===== config.mk =====
export PLATFORM = sky130hd
export DESIGN_NAME = vga_sync_gen
export DESIGN_NICKNAME = d
export VERILOG_FILES = /design/src/rtl/vga_sync_gen.sv
export SDC_FILE = /design/constraint.sdc
export NUM_CORES = 1
export LEC_CHECK = 0
export CORE_UTILIZATION = 48
export CTS_BUF_LIST = sky130_fd_sc_hd__clkbuf_8
export CTS_CLUSTER_DIAMETER = 50
export CTS_CLUSTER_SIZE = 8
export DETAILED_ROUTE_END_ITERATION = 6
export PLACE_DENSITY = 0.79
export SETUP_SLACK_MARGIN = 0.4
export SYNTH_ARGS = -nofsm -noshare
export SYNTH_HDL_FRONTEND = slang
export SYNTH_SLANG_ARGS = --single-unit
export TNS_END_PERCENT = 100

===== constraint.sdc =====
create_clock -name clk -period 3.1 [get_ports clk]
set_clock_uncertainty 0.15 [all_clocks]
set_input_delay 0.465 -clock clk [delete_from_list [all_inputs] [get_ports clk]]
set_output_delay 0.465 -clock clk [all_outputs]
set_load 0.01 [all_outputs]

===== src/rtl/vga_sync_gen.sv =====
`timescale 1ns/1ps
// 640x480@60Hz VGA timing generator: free-running pixel/line counters with
// registered sync, blanking and position-pulse decodes aligned to the same pixel.
module vga_sync_gen #(
   parameter int H_VISIBLE = 640,
   parameter int H_FRONT   = 16,
   parameter int H_SYNC    = 96,
   parameter int H_BACK    = 48,
   parameter int V_VISIBLE = 480,
   parameter int V_FRONT   = 10,
   parameter int V_SYNC    = 2,
   parameter int V_BACK    = 33
) (
   input  logic       clk,
   input  logic       rst_n,
   output logic       hsync,
   output logic       vsync,
   output logic       video_on,
   output logic [9:0] pixel_x,
   output logic [9:0] pixel_y,
   output logic       frame_start,
   output logic       line_end
);

   localparam int H_TOTAL = H_VISIBLE + H_FRONT + H_SYNC + H_BACK;
   localparam int V_TOTAL = V_VISIBLE + V_FRONT + V_SYNC + V_BACK;

   localparam logic [9:0]  H_LAST   = 10'(H_TOTAL - 1);
   localparam logic [9:0]  V_LAST   = 10'(V_TOTAL - 1);
   // Decode bounds carry an extra bit so a sync window ending at 1024 still compares correctly.
   localparam logic [10:0] H_VIS    = 11'(H_VISIBLE);
   localparam logic [10:0] HS_START = 11'(H_VISIBLE + H_FRONT);
   localparam logic [10:0] HS_END   = 11'(H_VISIBLE + H_FRONT + H_SYNC);
   localparam logic [10:0] V_VIS    = 11'(V_VISIBLE);
   localparam logic [10:0] VS_START = 11'(V_VISIBLE + V_FRONT);
   localparam logic [10:0] VS_END   = 11'(V_VISIBLE + V_FRONT + V_SYNC);

   logic        line_wrap;
   logic [9:0]  h_next;
   logic [9:0]  v_next;
   logic [10:0] h_ext;
   logic [10:0] v_ext;

   always_comb begin
      line_wrap = (pixel_x == H_LAST);
      h_next    = line_wrap ? '0 : pixel_x + 10'd1;
      v_next    = pixel_y;
      if (line_wrap) begin
         v_next = (pixel_y == V_LAST) ? '0 : pixel_y + 10'd1;
      end
      h_ext = {1'b0, h_next};
      v_ext = {1'b0, v_next};
   end

   // Reset parks the counters on the last pixel so the first edge lands on (0,0).
   always_ff @(posedge clk or negedge rst_n) begin
      if (!rst_n) begin
         pixel_x     <= H_LAST;
         pixel_y     <= V_LAST;
         hsync       <= 1'b1;
         vsync       <= 1'b1;
         video_on    <= 1'b0;
         frame_start <= 1'b0;
         line_end    <= 1'b1;
      end else begin
         pixel_x     <= h_next;
         pixel_y     <= v_next;
         hsync       <= !((h_ext >= HS_START) && (h_ext < HS_END));
         vsync       <= !((v_ext >= VS_START) && (v_ext < VS_END));
         video_on    <= (h_ext < H_VIS) && (v_ext < V_VIS);
         frame_start <= (h_next == '0) && (v_next == '0);
         line_end    <= (h_next == H_LAST);
      end
   end

endmodule


==> qor.csv, run 1 <==
metric,value,unit
RSZ-0062 raised after global routing,false,
post-route minimum period,2.60,ns
area post-placement,1860,sq um
critical path data arrival time,2.61,ns
startpoint types,flop,
vias per cell,5.74,
CP required,3.11,ns
ratio of final minimum period to clock period,0.838,
Num CTS Buffers,3,
die width,59.5,microns
Root Buffer,clkbuf_8,
Post-Syn Area,1590,sq um
DR vias,1331,
Leak Pwr,0.747,nW
"Seq/Total Area, Yosys",0.405,
gr ovfl total,0,
drt pass-1 iters,5,
drt first-iter violations,38,
core area,3100,sq um
die height,59.5,microns
Post-CTS Hold Fix Bufs,0,
DIE AREA,3540,sq um
"Slew Viols, Final",0,
Remaining DRCs,0,
MaxCap Viol Count,0,
routing usage on met2,0.350,
syn_area_per_cell,9.67,sq um
met1 usage,0.301,
Post-synth EDFFs,0,
Worst-Margin Slew,0.891,ns
Hold Path Depth,1,
Worst Reg-to-Reg Cells,8,
overall routing resource usage,0.217,
final instance area,1940,sq um
I/O pins,27,
FP Rows,20,
Fin. Hold Viols,0,
Seq cells post-synth,25,
met3 Use GR,0.0306,
Setup TNS,0,ns
Mapped Cells,164,
dpl hpwl,2490,microns
Worst IR Drop VDD,0.147,mV
top_reg_cell synth,dfstp_2,
crit path cell chain,"inv_1, ha_1, or4b_4, nor4_4, a31o_2, a31oi_1, nand4b_1, nor4_1",
layout cells sized above 1,0.181,
Detail Route Antenna Nets,0,
worst hold start,pixel_x[0],
"reg-to-reg slack, setup",0.50,ns
cell count after placement,226,
register area,642,sq um
"Max FO, Critical Path",9,
post-synthesis async set-or-reset flop share,1.00,
Final nets,195,
CTS tree,yes,
Rel. slew slack,0.404,
first-pass GRT wire length,5780,microns
outcome,completed,
syn nets,170,
# fillers,283,
largest net degree at the start of global routing,22,
fin util,0.625,
worst hold-check path type,reg2reg,
Max Buffers Root-to-Sink,2,
clk_lat worst skew,0.27,ns
H-tree lvl count,1,
Pwr Density,269,nW/um^2
via count of the first global-routing pass,1258,
crit path kind,reg2reg,
R2R Path Start,pixel_y[0],
worst stage delay on the critical path,0.48,ns
synthesis-to-layout area growth,22.2,%
total power,0.521,mW
Fmax,0.385,GHz
Crit-path slowest cell,dfrtp_1,
post-DR wirelength/cell,14.9,microns
GP Congestion,0.875,
count of warnings emitted by yosys,0,
CTS Sinks,25,
"Setup violations, final",0,
initial core utilization,0.511,
reg-to-reg critical path endpoint,frame_start,
CP Capture Type,flop,
"Reg clk slew, reported paths",0.08,ns
GR peak layer,met2,
ANT cells,0,
Routed WL,3450,microns
WHS Endpoint,pixel_x[0],
"non-filler cells, final",232,
post-synth cell types,53,
Multi-input gate area,872,sq um
Port Buffers,26,
antenna violations before repair,0,
## kinds of logic after synthesis
| group | count (synthesis) | synth area share |
|---|---|---|
| mux | 2 | 0.0134 |
| flops | 25 | 0.405 |
| fa+ha+maj | 4 | 0.0315 |
| compound gates | 27 | 0.114 |
| simple gates | 74 | 0.297 |
| buf+inv | 18 | 0.0576 |
| xor+xnor | 14 | 0.0820 |
## per-layer routing
metal  vias to the layer above  part of all wire
li1                        640                 -
met1                       645              0.46
met2                        37              0.48
met3                         9             0.042
met4                         0             0.016
met5                         -                 0
## cell usage after synthesis, drive strengths merged, types with 2 or more instances
cell type	instances	area, sq um
nand2	13	48.8
ha	4	50.1
nor2	12	52.6
clkbuf	3	11.3
a31oi	3	18.8
nand4b	4	35.0
and3	4	26.3
inv	7	26.3
nor4	6	52.6
a21oi	5	25.0
nor3	3	20.0
dfstp	13	342
o211ai	2	15.0
xor2	6	60.1
and4	3	26.3
buf	8	53.8
nand3	5	25.0
dfrtp	12	300
or2	2	12.5
nand2b	3	18.8
xnor2	8	70.1
o31ai	2	15.0
nand4	5	31.3
or4	2	18.8
a22o	3	26.3
and2	4	25.0
o21ai	5	25.0
o22ai	2	12.5
nor2b	2	12.5
## through the flow
step / hold WS [ns] / worst slack (ns)
floorplan: 0.0194 / 0.701
global placement: 0.365 / 0.284
detailed placement: 0.377 / 0.159
CTS: 0.409 / 0.490
global route: 0.459 / 0.430
finish: 0.418 / 0.501
## worst max path at each step
stage	startpoint	end	slack (ns)	depth (start not counted)
after floorplan	pixel_x[0]	frame_start	0.70	8
after global placement	pixel_x[0]	frame_start	0.28	7
after detailed placement	pixel_x[0]	frame_start	0.16	7
after CTS	pixel_x[0]	frame_start	0.49	7
after global routing	pixel_y[0]	frame_start	0.43	8
final	pixel_y[0]	frame_start	0.50	8
## sequential cells by signal, indices dropped and copies added (netlist names)
| signal | cells |
|---|---|
| pixel_x | 10 |
| frame_start | 1 |
| hsync | 1 |
| line_end | 1 |
| video_on | 1 |
| pixel_y | 10 |
| vsync | 1 |
## critical path: cells and delay by family, from the launching register on
family / cells / cell delay, ns
flops: 1 / 0.48
compound gates: 2 / 0.33
simple gates: 4 / 1.27
buf+inv: 1 / 0.13
fa+ha+maj: 1 / 0.15
## layout make-up
class / instances / area share
clock buffer: 3 / 0.0213
clock inverter: 1 / 0.00194
inverter: 7 / 0.0136
multi-input combinational: 121 / 0.450
sequential: 25 / 0.331
tap: 44 / 0.0284
timing repair buffer: 31 / 0.154
## placed cells by master (no fill, tap or decap), types with 2 or more instances in the layout
master,count
nand4_1,5
o31ai_1,2
clkbuf_8,3
nor4_1,5
nor2_1,11
o21ai_0,5
o22ai_1,2
dfstp_2,13
nand2b_1,3
buf_4,5
o211ai_1,2
nand3_1,5
inv_1,8
and3_1,3
nor2b_1,2
a31oi_1,3
and4_1,3
nand2_1,13
and2_1,3
a21oi_1,5
ha_1,3
xor2_1,5
dfrtp_1,12
a22o_1,3
clkdlybuf4s50_1,26
nand4b_1,4
nor3_1,2
xnor2_1,8
## where the power goes
part / leakage (nW) / internal [mW] / total (mW) / switching, mW
clock: 0.0269 / 0.0886 / 0.185 / 0.0968
sequential: 0.293 / 0.327 / 0.327 / 0
combinational: 0.428 / 0.00273 / 0.00880 / 0.00608
total: 0.747 / 0.418 / 0.521 / 0.103
## timing repair
item,CTS,global route
pin swaps,1,0
gates cloned,0,0
gates resized for setup,1,2
buffers inserted,2,0
setup endpoints to repair,4,3
Power figures use the tool's default switching activity.
==> run 2, diff against run 1 <==
--- a/config.mk
+++ b/config.mk
@@ -10,7 +10,7 @@
 export CTS_CLUSTER_DIAMETER = 50
 export CTS_CLUSTER_SIZE = 8
 export DETAILED_ROUTE_END_ITERATION = 6
-export PLACE_DENSITY = 0.79
+export PLACE_DENSITY = 0.82
 export SETUP_SLACK_MARGIN = 0.4
 export SYNTH_ARGS = -nofsm -noshare
 export SYNTH_HDL_FRONTEND = slang
==> constraint.sdc (replaced) <==
create_clock -name clk -period 2.1 [get_ports clk]
set_clock_uncertainty 0.15 [all_clocks]
set_input_delay 0.315 -clock clk [delete_from_list [all_inputs] [get_ports clk]]
set_output_delay 0.315 -clock clk [all_outputs]
set_load 0.01 [all_outputs]
==> qor.csv, run 2 (synthesis gave the netlist of run 1 again) <==
metric,value,unit
Remaining DRCs,0,
Port Buffers,26,
dpl hpwl,3020,microns
"non-filler cells, final",298,
"worst slack, placed",-0.340,ns
Comb power frac,0.016,
clock network fraction of design power,0.385,
ratio of final minimum period to clock period,1.26,
Worst IR Drop VDD,0.289,mV
drt first-iter violations,242,
Fin. Hold Viols,0,
overall routing resource usage,0.375,
"Reg clk slew, reported paths",0.11,ns
Rel. slew slack,0.617,
I/O pins,27,
startpoint types,flop,
final instance area,2820,sq um
Routed WL,7860,microns
die width,59.5,microns
H-tree lvl count,1,
Final nets,261,
initial core utilization,0.511,
area post-placement,2190,sq um
worst hold-check path type,in2async,
via count of the first global-routing pass,1796,
GP Congestion,0.949,
CP required,2.14,ns
CP Capture Type,flop,
RSZ-0062 raised after global routing,true,
Worst-Margin Slew,0.560,ns
failing checks,negative setup slack,
FP Rows,20,
power share of the sequential group,0.599,
critical path data arrival time,2.69,ns
CTS Sinks,25,
"commonest non-fill, non-tap cell in the layout",buf_4,
"Slew Viols, Final",0,
Leak Pwr,1.27,nW
final hold slack,0.258,ns
"commonest non-fill, non-tap cells in the layout","buf_4 (52), buf_6 (15), nand2_1 (13), dfstp_2 (13), dlygate4sd2_1 (13)",
Max Buffers Root-to-Sink,2,
Sw Ratio,0.234,
DIE AREA,3540,sq um
MaxCap Viol Count,0,
ANT cells,0,
final worst slack,-0.548,ns
"Max FO, Critical Path",3,
largest net degree at the start of global routing,26,
Pwr Density,286,nW/um^2
CTS tree,yes,
P_int,0.617,mW
DR vias,1980,
Num CTS Buffers,3,
synthesis-to-layout area growth,77.8,%
vias per cell,6.64,
core area,3100,sq um
Sw Pwr,0.189,mW
outcome,"complete, but fails checks",
Detail Route Antenna Nets,0,
post-route minimum period,2.65,ns
Root Buffer,clkbuf_8,
gr ovfl total,0,
# fillers,128,
Fmax,0.378,GHz
Top Registers,"pixel_x: 10 flops, pixel_y: 10 flops",
cell count after placement,264,
first-pass GRT wire length,9510,microns
"Setup violations, final",14,
layout cells sized above 1,0.618,
antenna violations before repair,0,
crit path kind,reg2reg,
post-DR wirelength/cell,26.4,microns
drt pass-1 iters,5,
clk_lat worst skew,0.28,ns
die height,59.5,microns
Post-CTS Hold Fix Bufs,0,
==> run 2: final timing paths <==
check	endpoint	depth (start not counted)	slack, ns	from
min	pixel_y[7]	2	0.26	rst_n
max reg2reg	vsync	8	-0.55	pixel_x[1]
max in group asynchronous	pixel_x[2]	2	1.23	rst_n
max	vsync	8	-0.55	pixel_x[1]
min in group clk	pixel_y[8]	2	0.53	pixel_y[8]
min reg2reg	pixel_y[8]	2	0.53	pixel_y[8]
==> run 2: metrics by stage <==
step           total power, mW  setup TNS [ns]  utilization
3_3_place_gp             0.503          -0.832        0.706
6_report                 0.806           -3.18        0.909
5_1_grt                  0.818           -5.06        0.909
3_5_place_dp             0.503           -1.51        0.706
4_1_cts                  0.790          -0.556        0.820
2_1_floorplan            0.491          -0.571            -
==> run 2: power groups by stage <==
stage | clock network (mW) | registers [mW] | logic, mW
after floorplan | 0 | 0.491 | 0.000000384
after global placement | 0 | 0.491 | 0.0121
after global routing | 0.320 | 0.483 | 0.0149
after CTS | 0.295 | 0.482 | 0.0127
final | 0.311 | 0.483 | 0.0130
after detailed placement | 0 | 0.491 | 0.0127
==> run 2: cell type report <==
cell class                 instances  area, sq um  share of cell area
sequential                        25          644               0.228
multi-input combinational        121         1200               0.425
inverter                           7         28.8              0.0102
clock inverter                     1         3.75             0.00133
timing repair buffer              97          850               0.301
tap                               44         55.1              0.0195
clock buffer                       3         41.3              0.0146
==> run 2: worst max-delay path, stage by stage (launching register included) <==
cell      delay (ns)
dfstp_2         0.58
ha_4            0.14
nand4_1         0.13
buf_4           0.20
nor4_4          0.31
nand4_1         0.25
xor2_2          0.35
a31oi_2         0.21
nand4b_1        0.24
==> run 2: layer usage <==
layer	GRT usage	up-vias	routed length, microns
met5	0	-	0
met4	0.196	0	679
met3	0.0808	79	915
met2	0.629	194	3550
met1	0.451	939	2710
li1	-	768	-
==> run 2: repair_timing <==
item                                   in CTS  in global routing
pin swaps                                  20                 17
cloned                                      0                  1
gates resized for setup                    86                 38
endpoints found under the hold margin       0                  0
setup buffers                              12                 17
setup endpoints to repair                  43                 30
==> run 3, diff against run 2 <==
--- a/config.mk
+++ b/config.mk
@@ -12,6 +12,7 @@
 export DETAILED_ROUTE_END_ITERATION = 6
 export PLACE_DENSITY = 0.82
 export SETUP_SLACK_MARGIN = 0.4
+export SKIP_LAST_GASP = 1
 export SYNTH_ARGS = -nofsm -noshare
 export SYNTH_HDL_FRONTEND = slang
 export SYNTH_SLANG_ARGS = --single-unit
==> qor.csv, run 3 (synthesis gave the netlist of run 1 again) <==
metric,value,unit
Crit-path slowest cell,dfstp_2,
"Setup violations, final",17,
FP Rows,20,
"Slew Viols, Final",0,
vias per cell,6.26,
die width,59.5,microns
CP required,2.13,ns
Leak Pwr,1.21,nW
H-tree lvl count,1,
CTS tree,yes,
RSZ-0062 raised after global routing,true,
Worst IR Drop VDD,0.247,mV
drt pass-1 iters,4,
die height,59.5,microns
"Reg clk slew, reported paths",0.10,ns
Pwr Density,295,nW/um^2
via count of the first global-routing pass,1748,
gr ovfl total,0,
final hold slack,0.265,ns
Detail Route Antenna Nets,0,
failing checks,negative setup slack,
"reg-to-reg slack, setup",-0.47,ns
Num CTS Buffers,3,
dpl hpwl,3020,microns
Fin. Hold Viols,0,
core area,3100,sq um
Port Buffers,26,
initial core utilization,0.511,
worst stage delay on the critical path,0.57,ns
final worst slack,-0.470,ns
Rel. slew slack,0.675,
post-route minimum period,2.57,ns
drt first-iter violations,174,
post-DR wirelength/cell,23.3,microns
Top Registers,"pixel_x: 10 flops, pixel_y: 10 flops",
antenna violations before repair,0,
Root Buffer,clkbuf_8,
crit path kind,reg2reg,
Remaining DRCs,0,
"commonest non-fill, non-tap cells in the layout","buf_4 (47), buf_6 (15), dfstp_2 (13), dlygate4sd2_1 (13), nand2_1 (12)",
fin util,0.862,
synthesis-to-layout area growth,68.6,%
"Max FO, Critical Path",3,
Setup TNS,-3.01,ns
outcome,"complete, but fails checks",
"commonest non-fill, non-tap cell in the layout",buf_4,
overall routing resource usage,0.352,
CP Capture Type,flop,
startpoint types,flop,
CTS Sinks,25,
critical path data arrival time,2.60,ns
Max Buffers Root-to-Sink,2,
I/O pins,27,
Worst-Margin Slew,0.476,ns
crit-path most repeated cell,buf_4,
DIE AREA,3540,sq um
layout cells sized above 1,0.600,
worst hold-check path type,in2async,
R2R Path Start,pixel_x[1],
ratio of final minimum period to clock period,1.22,
Worst Reg-to-Reg Cells,10,
Fmax,0.389,GHz
ANT cells,0,
MaxCap Viol Count,0,
first-pass GRT wire length,9000,microns
Final nets,252,
GP Congestion,0.949,
crit path cell chain,"ha_4, nand4_1, buf_4, buf_4, buf_4, nor4_4, xnor2_1, buf_4, nand4b_1, nor4_2",
DR vias,1810,
Routed WL,6730,microns
clk_lat worst skew,0.28,ns
reg-to-reg critical path endpoint,frame_start,
largest net degree at the start of global routing,26,
-- run 3: what timing repair did --
item / 4_1_cts / 5_1_grt
hold buffers: 0 / 0
pin swaps: 18 / 13
resized for setup: 76 / 39
hold endpoints to repair: 0 / 0
buffers inserted: 12 / 9
endpoints found under the setup margin: 43 / 32
-- run 3: worst max-delay path, delay by kind of cell, from the launching register on --
kind,cells,cell delay (ns)
and+or+nand+nor,4,0.71
buffers and inverters,4,0.65
DFF,1,0.57
xor gates and xnor gates,1,0.25
adders and majority gates,1,0.14
-- run 3: worst max path at each step --
stage                           from          end  slack (ns)
after floorplan           pixel_x[6]     video_on       -0.14
after global placement    pixel_x[1]  frame_start       -0.23
after detailed placement  pixel_x[1]  frame_start       -0.34
after CTS                 pixel_x[1]     video_on       -0.20
after global routing      pixel_x[1]  frame_start       -0.52
final                     pixel_x[1]  frame_start       -0.47
-- run 3: layout make-up --
type	instances	area (sq um)
multi-input combinational	121	1170
timing repair buffer	88	737
sequential	25	644
fill	155	428
tap	44	55.1
clock buffer	3	41.3
inverter	7	26.3
clock inverter	1	3.75
-- run 3: metal layers --
layer,up-vias,routed length [microns],track usage
met1,869,2550,0.419
met5,-,0,0
met2,144,3260,0.610
met3,43,567,0.0524
met4,0,359,0.189
li1,754,-,-
-- run 3: report_power, final --
part	internal (mW)	switching, mW
clock network	0.131	0.163
registers	0.482	0
logic	0.00286	0.00971
-- run 3: stage by stage --
stage	cell area (sq um)	setup slack (ns)	instances	power, mW
finish	2680	-0.470	289	0.789
CTS	2500	-0.196	280	0.790
detailed placement	2190	-0.340	264	0.503
global placement	2190	-0.233	264	0.503
global route	2680	-0.522	289	0.811
floorplan	1640	-0.144	164	0.491
